[src/rtl/hex_display_scheduler.sv]
// Round-robin owner of a shared HEX1:HEX0 display pair; blanks the pair when nobody holds it.
// Optional build macro HEX_SCHED_PRIO_EN: requester 0 preempts any other owner.
module hex_display_scheduler #(
    parameter int N_REQ = 4,
    parameter int DWELL = 50_000_000
) (
    input  logic               CLOCK_50,
    input  logic               reset,
    input  logic [N_REQ-1:0]   req,
    input  logic [8*N_REQ-1:0] data,
    output logic [N_REQ-1:0]   gnt,
    output logic [3:0]         digit_hi,
    output logic [3:0]         digit_lo,
    output logic               blank
);

    localparam int PW = (N_REQ > 1) ? $clog2(N_REQ) : 1;
    localparam int CW = (DWELL > 1) ? $clog2(DWELL) : 1;
    localparam logic [PW-1:0]    PTR_RESET  = PW'(N_REQ - 1);
    localparam logic [CW-1:0]    COUNT_LOAD = CW'(DWELL - 1);
    localparam logic [N_REQ-1:0] ONE_HOT0   = N_REQ'(1);
    localparam logic [3:0]       BLANK_CODE = 4'hF;

    typedef enum logic {
        IDLE,
        OWN
    } state_t;

    state_t        state;
    logic [PW-1:0] ptr;
    logic [CW-1:0] count;

    logic [7:0]    slice [N_REQ];
    logic [PW-1:0] win;
    logic          found;
    int            arb_idx;
    logic          any_req;
    logic          owner_req;
    logic          expired;
    logic          rel_now;
    logic          preempt;
    logic          grant_now;
    logic [PW-1:0] grant_idx;

    always_comb begin
        for (int i = 0; i < N_REQ; i++) begin
            slice[i] = data[8*i +: 8];
        end
    end

    // Search starts just past the last winner and wraps, so the previous owner is checked last.
    always_comb begin
        found   = 1'b0;
        win     = ptr;
        arb_idx = 0;
        for (int k = 1; k <= N_REQ; k++) begin
            arb_idx = int'(ptr) + k;
            if (arb_idx >= N_REQ) begin
                arb_idx = arb_idx - N_REQ;
            end
            if (!found && req[PW'(arb_idx)]) begin
                found = 1'b1;
                win   = PW'(arb_idx);
            end
        end
    end

    assign any_req   = |req;
    assign owner_req = req[ptr];
    assign expired   = (count == '0);
    assign rel_now   = expired || !owner_req;

`ifdef HEX_SCHED_PRIO_EN
    assign preempt = req[0] && (ptr != '0);
`else
    assign preempt = 1'b0;
`endif

    // While owning, ptr always names the current owner, so it doubles as the owner index.
    always_comb begin
        grant_now = 1'b0;
        grant_idx = win;
        if (state == IDLE) begin
            grant_now = any_req;
        end else if (preempt) begin
            grant_now = 1'b1;
            grant_idx = '0;
        end else begin
            grant_now = rel_now && any_req;
        end
    end

    always_ff @(posedge CLOCK_50) begin
        if (reset) begin
            state    <= IDLE;
            gnt      <= '0;
            digit_hi <= BLANK_CODE;
            digit_lo <= BLANK_CODE;
            blank    <= 1'b1;
            count    <= '0;
            ptr      <= PTR_RESET;
        end else begin
            case (state)
                IDLE: begin
                    if (grant_now) begin
                        state    <= OWN;
                        gnt      <= ONE_HOT0 << grant_idx;
                        ptr      <= grant_idx;
                        count    <= COUNT_LOAD;
                        digit_hi <= slice[grant_idx][7:4];
                        digit_lo <= slice[grant_idx][3:0];
                        blank    <= 1'b0;
                    end else begin
                        gnt      <= '0;
                        digit_hi <= BLANK_CODE;
                        digit_lo <= BLANK_CODE;
                        blank    <= 1'b1;
                    end
                end
                OWN: begin
                    if (grant_now) begin
                        gnt      <= ONE_HOT0 << grant_idx;
                        ptr      <= grant_idx;
                        count    <= COUNT_LOAD;
                        digit_hi <= slice[grant_idx][7:4];
                        digit_lo <= slice[grant_idx][3:0];
                        blank    <= 1'b0;
                    end else if (rel_now) begin
                        state    <= IDLE;
                        gnt      <= '0;
                        count    <= '0;
                        digit_hi <= BLANK_CODE;
                        digit_lo <= BLANK_CODE;
                        blank    <= 1'b1;
                    end else begin
                        count    <= count - 1'b1;
                        digit_hi <= slice[ptr][7:4];
                        digit_lo <= slice[ptr][3:0];
                        blank    <= 1'b0;
                    end
                end
                default: begin
                    state    <= IDLE;
                    gnt      <= '0;
                    digit_hi <= BLANK_CODE;
                    digit_lo <= BLANK_CODE;
                    blank    <= 1'b1;
                    count    <= '0;
                    ptr      <= PTR_RESET;
                end
            endcase
        end
    end

endmodule

[config.mk]
export PLATFORM = sky130hd
export DESIGN_NAME = hex_display_scheduler
export DESIGN_NICKNAME = d
export VERILOG_FILES = /design/src/rtl/hex_display_scheduler.sv
export SDC_FILE = /design/constraint.sdc
export NUM_CORES = 1
export LEC_CHECK = 0
export ABC_AREA = 1
export ABC_CLOCK_PERIOD_IN_PS = 2400
export BUFFER_PORTS_ARGS = -buffer_cell sky130_fd_sc_hd__buf_2
export CAP_MARGIN = 0
export CORE_ASPECT_RATIO = 1.4
export CORE_MARGIN = 3
export CORE_UTILIZATION = 34
export CTS_CLUSTER_DIAMETER = 150
export DETAILED_ROUTE_END_ITERATION = 12
export GPL_ROUTABILITY_DRIVEN = 1
export PLACE_DENSITY_LB_ADDON = 0.15
export SLEW_MARGIN = 20
export SYNTH_ARGS = -nofsm -noshare
export SYNTH_HDL_FRONTEND = slang
export SYNTH_SLANG_ARGS = --single-unit
[constraint.sdc]
create_clock -name CLOCK_50 -period 2.4 [get_ports CLOCK_50]
set_input_delay 0.24 -clock CLOCK_50 [delete_from_list [all_inputs] [get_ports CLOCK_50]]
set_output_delay 0.24 -clock CLOCK_50 [all_outputs]
set_load 0.03 [all_outputs]
==> results of run 1 <==
-- synth_stat cells --
| cell | instances |
|---|---|
| sky130_fd_sc_hd__nand2_1 | 117 |
| sky130_fd_sc_hd__inv_1 | 57 |
| sky130_fd_sc_hd__nand3_1 | 55 |
| sky130_fd_sc_hd__dfxtp_1 | 42 |
| sky130_fd_sc_hd__nor2_1 | 41 |
| sky130_fd_sc_hd__o21ai_1 | 18 |
| sky130_fd_sc_hd__a21oi_1 | 17 |
| sky130_fd_sc_hd__o21ai_0 | 17 |
| sky130_fd_sc_hd__xor2_1 | 14 |
| sky130_fd_sc_hd__nand2_2 | 9 |
| sky130_fd_sc_hd__a221oi_1 | 7 |
| sky130_fd_sc_hd__nand4_1 | 6 |
| sky130_fd_sc_hd__buf_4 | 5 |
| sky130_fd_sc_hd__inv_2 | 5 |
| sky130_fd_sc_hd__o22ai_1 | 5 |
| sky130_fd_sc_hd__nor3_1 | 4 |
| sky130_fd_sc_hd__nand3_2 | 3 |
| sky130_fd_sc_hd__nor2_2 | 3 |
| sky130_fd_sc_hd__o211ai_1 | 3 |
| sky130_fd_sc_hd__clkbuf_1 | 2 |
| sky130_fd_sc_hd__ha_1 | 2 |
| sky130_fd_sc_hd__nand2_4 | 2 |
| sky130_fd_sc_hd__nand3b_1 | 2 |
| sky130_fd_sc_hd__o2bb2ai_1 | 2 |
| sky130_fd_sc_hd__a21o_1 | 1 |
| sky130_fd_sc_hd__a22oi_1 | 1 |
| sky130_fd_sc_hd__a31oi_1 | 1 |
| sky130_fd_sc_hd__and2_1 | 1 |
| sky130_fd_sc_hd__buf_2 | 1 |
| sky130_fd_sc_hd__buf_6 | 1 |
| sky130_fd_sc_hd__clkinv_1 | 1 |
| sky130_fd_sc_hd__nor4_1 | 1 |
| sky130_fd_sc_hd__o21ai_2 | 1 |
| sky130_fd_sc_hd__o221ai_1 | 1 |
| sky130_fd_sc_hd__o32ai_1 | 1 |
| sky130_fd_sc_hd__or2_1 | 1 |
| sky130_fd_sc_hd__xnor2_1 | 1 |
-- state kept, by name, indices dropped and copies added, names as in the netlist --
| name | flops |
|---|---|
| count | 26 |
| digit_hi | 4 |
| digit_lo | 4 |
| gnt | 4 |
| ptr | 2 |
| blank | 1 |
| state | 1 |
-- logic make-up after synthesis --
group	Yosys count
and+or+nand+nor	245
AOI/OAI and AO/OA	75
buffers and inverters	72
DFF	42
xor gates and xnor gates	15
adders and majority gates	2
-- worst reg2reg max path: stages (launching register included) --
cell                      delay, ns
sky130_fd_sc_hd__dfxtp_1       0.56
sky130_fd_sc_hd__inv_1         0.18
sky130_fd_sc_hd__nand2_1       0.12
sky130_fd_sc_hd__nand2_1       0.10
sky130_fd_sc_hd__nand2_1       0.09
sky130_fd_sc_hd__nand2_1       0.08
sky130_fd_sc_hd__inv_2         0.11
sky130_fd_sc_hd__nand3_2       0.19
sky130_fd_sc_hd__nand2_2       0.27
sky130_fd_sc_hd__nand2_1       0.09
sky130_fd_sc_hd__nand3_1       0.09
sky130_fd_sc_hd__nand3_1       0.07
sky130_fd_sc_hd__nand2_1       0.05
-- metrics by stage --
step                hold slack, ns  utilization  total power, mW  instances  setup slack [ns]
floorplan                   0.3823            -            2.694        451            0.6793
global placement            0.4443       0.4079            3.215        603            0.3422
detailed placement          0.4451       0.4079            3.235        603            0.3417
CTS                         0.2636       0.4195            3.738        611            0.3366
global route                0.2921       0.4195            4.051        611           0.08943
finish                      0.2655       0.4195            3.712        611            0.3502
-- placed cells by master (no fill, tap or decap), types with 3 or more instances in the layout --
master,synthesis,routed
sky130_fd_sc_hd__inv_1,57,57
sky130_fd_sc_hd__o21ai_0,17,17
sky130_fd_sc_hd__nand4_1,6,6
sky130_fd_sc_hd__nand3_1,55,55
sky130_fd_sc_hd__nor2_1,41,41
sky130_fd_sc_hd__o21ai_1,18,18
sky130_fd_sc_hd__buf_2,1,50
sky130_fd_sc_hd__a221oi_1,7,7
sky130_fd_sc_hd__nor2_2,3,3
sky130_fd_sc_hd__nand3_2,3,3
sky130_fd_sc_hd__dfxtp_1,42,42
sky130_fd_sc_hd__o211ai_1,3,3
sky130_fd_sc_hd__nand2_1,117,117
sky130_fd_sc_hd__xor2_1,14,14
sky130_fd_sc_hd__a21oi_1,17,17
sky130_fd_sc_hd__inv_2,5,5
sky130_fd_sc_hd__nand2_2,9,9
sky130_fd_sc_hd__clkbuf_8,0,6
sky130_fd_sc_hd__buf_4,5,11
sky130_fd_sc_hd__nor3_1,4,4
sky130_fd_sc_hd__o22ai_1,5,5
-- final timing paths --
kind | startpoint | to | slack (ns) | depth (start not counted)
worst max-delay path | ptr[1] | digit_hi[3] | 0.35 | 12
worst min-delay path | data[1] | digit_lo[1] | 0.27 | 5
worst max register to register | ptr[1] | digit_hi[3] | 0.35 | 12
worst min register to register | gnt[1] | gnt[1] | 0.46 | 2
-- per-layer routing --
layer / up-vias / global-route usage
li1: 1599 / -
met2: 85 / 0.3630
met3: 8 / 0.02818
met1: 1385 / 0.2084
met4: 0 / 0.05889
met5: - / 0
-- where the power goes --
| part | total, mW | internal, mW | leakage [nW] | switching [mW] |
|---|---|---|---|---|
| Combinational | 2.24 | 0.705 | 1.25 | 1.53 |
| Clock | 0.501 | 0.233 | 0.0482 | 0.268 |
| Sequential | 0.971 | 0.864 | 0.349 | 0.107 |
-- cell type report --
cell class | count | area, µm²
Clock buffer | 7 | 86.33
Clock inverter | 1 | 5.005
Fill cell | 900 | 4582
Inverter | 63 | 236.5
Multi-Input combinational cell | 337 | 1684
Sequential cell | 42 | 840.8
Tap cell | 100 | 125.1
Timing Repair Buffer | 61 | 332.8
==> impl_metrics.py, run 1 <==
metrics = {
    "place": {
        "post-dp-hpwl_mm": 6.781,
        "port_buffers": 50,
        "place.gp.congestion": 0.8681,
        "placement.cell_area_um2": 3219,
    },
    "setup_path": {
        "cp.arrival_ns": 2.31,
        "critPathMostFrequentCell": "sky130_fd_sc_hd__nand2_1",
        "timing.critical_path.cells": "inv_1 -> nand2_1 -> nand2_1 -> nand2_1 -> nand2_1 -> inv_2 -> nand3_2 -> nand2_2 -> nand2_1 -> nand3_1 -> nand3_1 -> nand2_1",
        "startpoint_type": "flop",
        "crit_path_max_fanout": 11,
        "cp.buffers_inverters": 2,
        "worstSetupEndpointType": "flop",
        "path_class": "flop to flop",
        "cp.required_ns": 2.66,
        "critPathSlowestCell": "sky130_fd_sc_hd__dfxtp_1",
        "crit_path_max_incr_delay_ns": 0.56,
        "crit_family": "simple AND/OR/NAND/NOR gates",
    },
    "route": {
        "dr_wl_met2_mm": 4.556,
        "finalWirelength_mm": 8.645,
        "routed_wire_length_per_instance_um": 14.15,
        "detailed_route_wire_length_on_metal_1_mm": 3.623,
        "highest-signal-layer": "met4",
        "detail-route-antenna-nets": 0,
        "wl_met3_um": 364,
        "vias": 3077,
        "via_per_inst": 5.036,
        "drc": 0,
        "detail_route.first_pass.iterations": 4,
        "detailedRoute.firstIterationViolations": 159,
    },
    "die": {
        "die_width_um": 83.01,
        "top_level_ports": 51,
        "fp-row-count": 38,
        "initial_core_util": 0.3576,
        "die_h_um": 113.8,
        "floorplan.core_area_um2": 7893,
        "die_area_um2": 9447,
    },
    "synth": {
        "yosys.area.top_type": "sky130_fd_sc_hd__dfxtp_1",
        "avgSynthCellArea_um2": 6.259,
        "synth_xor_area_frac": 0.04654,
        "synthAdderAreaFrac": 0.008865,
        "gate_count_after_technology_mapping": 451,
        "complex_gate_fraction_of_the_synthesized_area": 0.1560,
        "post-synth-top-area-fraction": 0.2979,
        "synth_simple_gate_area_share": 0.3852,
        "synth_fp_nets": 491,
        "yosys_warnings": 0,
        "synth.cell_area_um2": 2823,
        "share_of_synthesized_area_spent_on_multiplexers": 0,
        "synth-seq-cells": 42,
        "synth_area_leaders": "sky130_fd_sc_hd__dfxtp_1, sky130_fd_sc_hd__nand2_1, sky130_fd_sc_hd__nand3_1",
        "largest_family_of_logic_cells_by_synthesized_area": "simple AND/OR/NAND/NOR gates",
        "yosysSeqAreaShare": 0.2979,
        "synth_cell_types": 37,
    },
    "sta": {
        "finalWorstPathRequiredPeriod_ns": 2.050,
        "finalCritPeriodShare": 0.8541,
        "finalSetupTns_ns": 0,
        "final.setup_skew_ns": 0.01160,
        "setup_violations": 0,
        "drv_slew": 0,
        "timing.slew.headroom": 0.3093,
        "worstMarginPinSlew_ns": 1.032,
        "fmaxAchievable_mhz": 487.8,
        "timing.final.hold_violations": 0,
        "rsz0062_at_grt": "no",
    },
    "clock_network": {
        "clkSlewWorstSetupHoldPaths_ns": 0.09,
        "post-cts-setup-buffers": 0,
        "ctsLongestPathBuffers": 2,
        "tritoncts_num_sinks": 42,
        "cts-root-buf": "sky130_fd_sc_hd__clkbuf_8",
        "numCtsBuffers": 5,
        "cts_hold_buffers": 0,
        "clock_tree_from_tritoncts": "done",
        "cts.repair.resized": 0,
        "cts.htree.levels": 2,
        "clock_latency_ns": 0.31,
    },
    "job": {
        "maxCapViolCount": 0,
    },
    "global_route": {
        "number_of_global_route_vias_before_repair": 3089,
        "initial_antenna_violation_count": 0,
        "overflow": 0,
        "track_usage": 0.1877,
        "grt_start_max_net_pins": 15,
        "grt_pass1_wl_mm": 14.53,
    },
    "layout": {
        "post-route-cell-area_um2": 3311,
        "n_antenna_cell": 0,
        "syn_to_final_growth_pct": 17.29,
        "num-nets-final": 550,
        "drive_above_1_share": 0.1781,
    },
    "run_status": {
        "status": "completed",
    },
    "pwr": {
        "power.density_nw_per_um2": 1121,
        "power.static_leakage_nw": 1.645,
        "worst_case_vdd_ir_drop_uv": 621.1,
    },
    "min_path": {
        "timing.hold.worst.class": "primary input to flop",
    },
}
Note: power is estimated with default switching activity, not from simulation.
==> run 2, diff against run 1 <==
--- a/config.mk
+++ b/config.mk
@@ -7,7 +7,7 @@
 export LEC_CHECK = 0
 export ABC_AREA = 1
 export ABC_CLOCK_PERIOD_IN_PS = 2400
-export BUFFER_PORTS_ARGS = -buffer_cell sky130_fd_sc_hd__buf_2
+export BUFFER_PORTS_ARGS = -buffer_cell sky130_fd_sc_hd__buf_4
 export CAP_MARGIN = 0
 export CORE_ASPECT_RATIO = 1.4
 export CORE_MARGIN = 3
==> impl_metrics.py, run 2 (synthesis results as in run 1) <==
metrics = {
    "run_status": {
        "status": "completed",
    },
    "sta": {
        "drv_slew": 0,
        "fmaxAchievable_mhz": 473.5,
        "finalSetupTns_ns": 0,
        "timing.slew.headroom": 0.5397,
        "whs_ns": 0.2296,
        "rsz0062_at_grt": "no",
        "timing.final.hold_violations": 0,
        "worstMarginPinSlew_ns": 0.6898,
        "final.setup_skew_ns": 0.007762,
        "final.setup.worst_slack_ns": 0.2881,
        "setup_violations": 0,
        "finalCritPeriodShare": 0.8799,
        "finalWorstPathRequiredPeriod_ns": 2.112,
    },
    "setup_path": {
        "crit_path_max_fanout": 11,
        "reg2reg_from": "ptr[1]",
        "regToRegSetupSlack_ns": 0.29,
        "startpoint_type": "flop",
        "cp.arrival_ns": 2.32,
        "crit_path_start": "ptr[1]",
        "crit_family": "simple AND/OR/NAND/NOR gates",
        "crit_path_max_incr_delay_ns": 0.58,
        "critPathMostFrequentCell": "sky130_fd_sc_hd__nand2_1",
        "critical_path.reg2reg.endpoint": "digit_lo[0]",
        "reg2regPathDepth": 13,
        "worstSetupEndpointType": "flop",
        "cp.buffers_inverters": 2,
        "worstSetupPathDepth": 13,
        "crit_path_end": "digit_lo[0]",
        "cp.required_ns": 2.61,
        "timing.critical_path.cells": "inv_1 -> nand2_1 -> nand2_1 -> nand2_1 -> nand2_1 -> inv_2 -> nand2_2 -> nand2_4 -> nand2_2 -> nand2_1 -> nand3_1 -> nand3_1 -> nand2_1",
        "critPathSlowestCell": "sky130_fd_sc_hd__dfxtp_1",
        "path_class": "flop to flop",
    },
    "clock_network": {
        "tritoncts_num_sinks": 42,
        "cts_hold_buffers": 0,
        "post-cts-setup-buffers": 0,
        "clock_latency_ns": 0.30,
        "ctsLongestPathBuffers": 2,
        "numCtsBuffers": 5,
        "clkSlewWorstSetupHoldPaths_ns": 0.09,
        "cts-root-buf": "sky130_fd_sc_hd__clkbuf_8",
        "cts.repair.resized": 0,
        "cts.htree.levels": 2,
        "clock_tree_from_tritoncts": "done",
    },
    "global_route": {
        "initial_antenna_violation_count": 0,
        "number_of_global_route_vias_before_repair": 3060,
        "track_usage": 0.1895,
        "grt_start_max_net_pins": 15,
        "overflow": 0,
        "grt_pass1_wl_mm": 14.86,
    },
    "layout": {
        "filler_cell_count": 866,
        "layout_commonest_cell": "sky130_fd_sc_hd__nand2_1",
        "drive_above_1_share": 0.1820,
        "sequential_area_um2": 840.8,
        "syn_to_final_growth_pct": 22.43,
        "n_antenna_cell": 0,
        "post-route-cell-area_um2": 3456,
        "reg_with_most_ffs": "count",
        "num-nets-final": 550,
        "largest_reg_flops": 26,
        "multi_input_area_um2": 1687,
        "layout_common_cells": "sky130_fd_sc_hd__nand2_1, sky130_fd_sc_hd__buf_4, sky130_fd_sc_hd__inv_1",
    },
    "pwr": {
        "power_mw": 3.912,
        "power.static_leakage_nw": 1.699,
        "worst_case_vdd_ir_drop_uv": 538.2,
        "power.density_nw_per_um2": 1132,
    },
    "min_path": {
        "timing.hold.worst.class": "primary input to flop",
    },
    "job": {
        "maxCapViolCount": 0,
    },
    "place": {
        "place.gp.congestion": 0.8630,
        "placement.cell_area_um2": 3344,
        "placement_stage_worst_setup_slack_ns": 0.3230,
        "port_buffers": 50,
        "post-dp-hpwl_mm": 7.022,
    },
    "die": {
        "die_width_um": 83.01,
        "initial_core_util": 0.3576,
        "fp-row-count": 38,
        "die_area_um2": 9447,
        "top_level_ports": 51,
        "die_h_um": 113.8,
        "floorplan.core_area_um2": 7893,
    },
    "route": {
        "drc": 0,
        "detailedRoute.firstIterationViolations": 183,
        "routed_wire_length_per_instance_um": 14.53,
        "detail_route.first_pass.iterations": 4,
        "detail-route-antenna-nets": 0,
        "vias": 3106,
        "via_per_inst": 5.083,
        "finalWirelength_mm": 8.876,
    },
}
==> run 2: layer usage <==
layer	global-route usage	wire length, µm
met5	0	0
met4	0.06107	147
met3	0.03251	364
met2	0.3635	4691
met1	0.2097	3672
==> run 2: where the power goes <==
part | internal (mW) | total, mW | leakage [nW] | switching, mW
registers | 0.865 | 0.986 | 0.349 | 0.121
clock network | 0.307 | 0.575 | 0.0579 | 0.268
logic | 0.779 | 2.35 | 1.29 | 1.57
==> run 2: metrics by stage <==
step             util  cells
2_1_floorplan       -    451
3_3_place_gp   0.4237    603
3_5_place_dp   0.4237    603
4_1_cts        0.4375    611
5_1_grt        0.4379    611
6_report       0.4379    611
==> run 2: area by class of cell <==
class | instances | share of cell area
timing repair buffer | 61 | 0.1325
tap | 100 | 0.03621
clock buffer | 5 | 0.01991
inverter | 63 | 0.06843
multi-input combinational | 337 | 0.4881
clock inverter | 3 | 0.01159
sequential | 42 | 0.2433
==> run 2: how the worst min path moves through the flow <==
stage	startpoint	end	slack [ns]	cells after the start
after global placement	gnt[2]	gnt[2]	0.46	2
after floorplan	reset	blank	0.38	2
final	reset	count[16]	0.23	2
after global routing	reset	count[22]	0.23	2
after CTS	reset	count[16]	0.22	2
after detailed placement	gnt[2]	gnt[2]	0.46	2
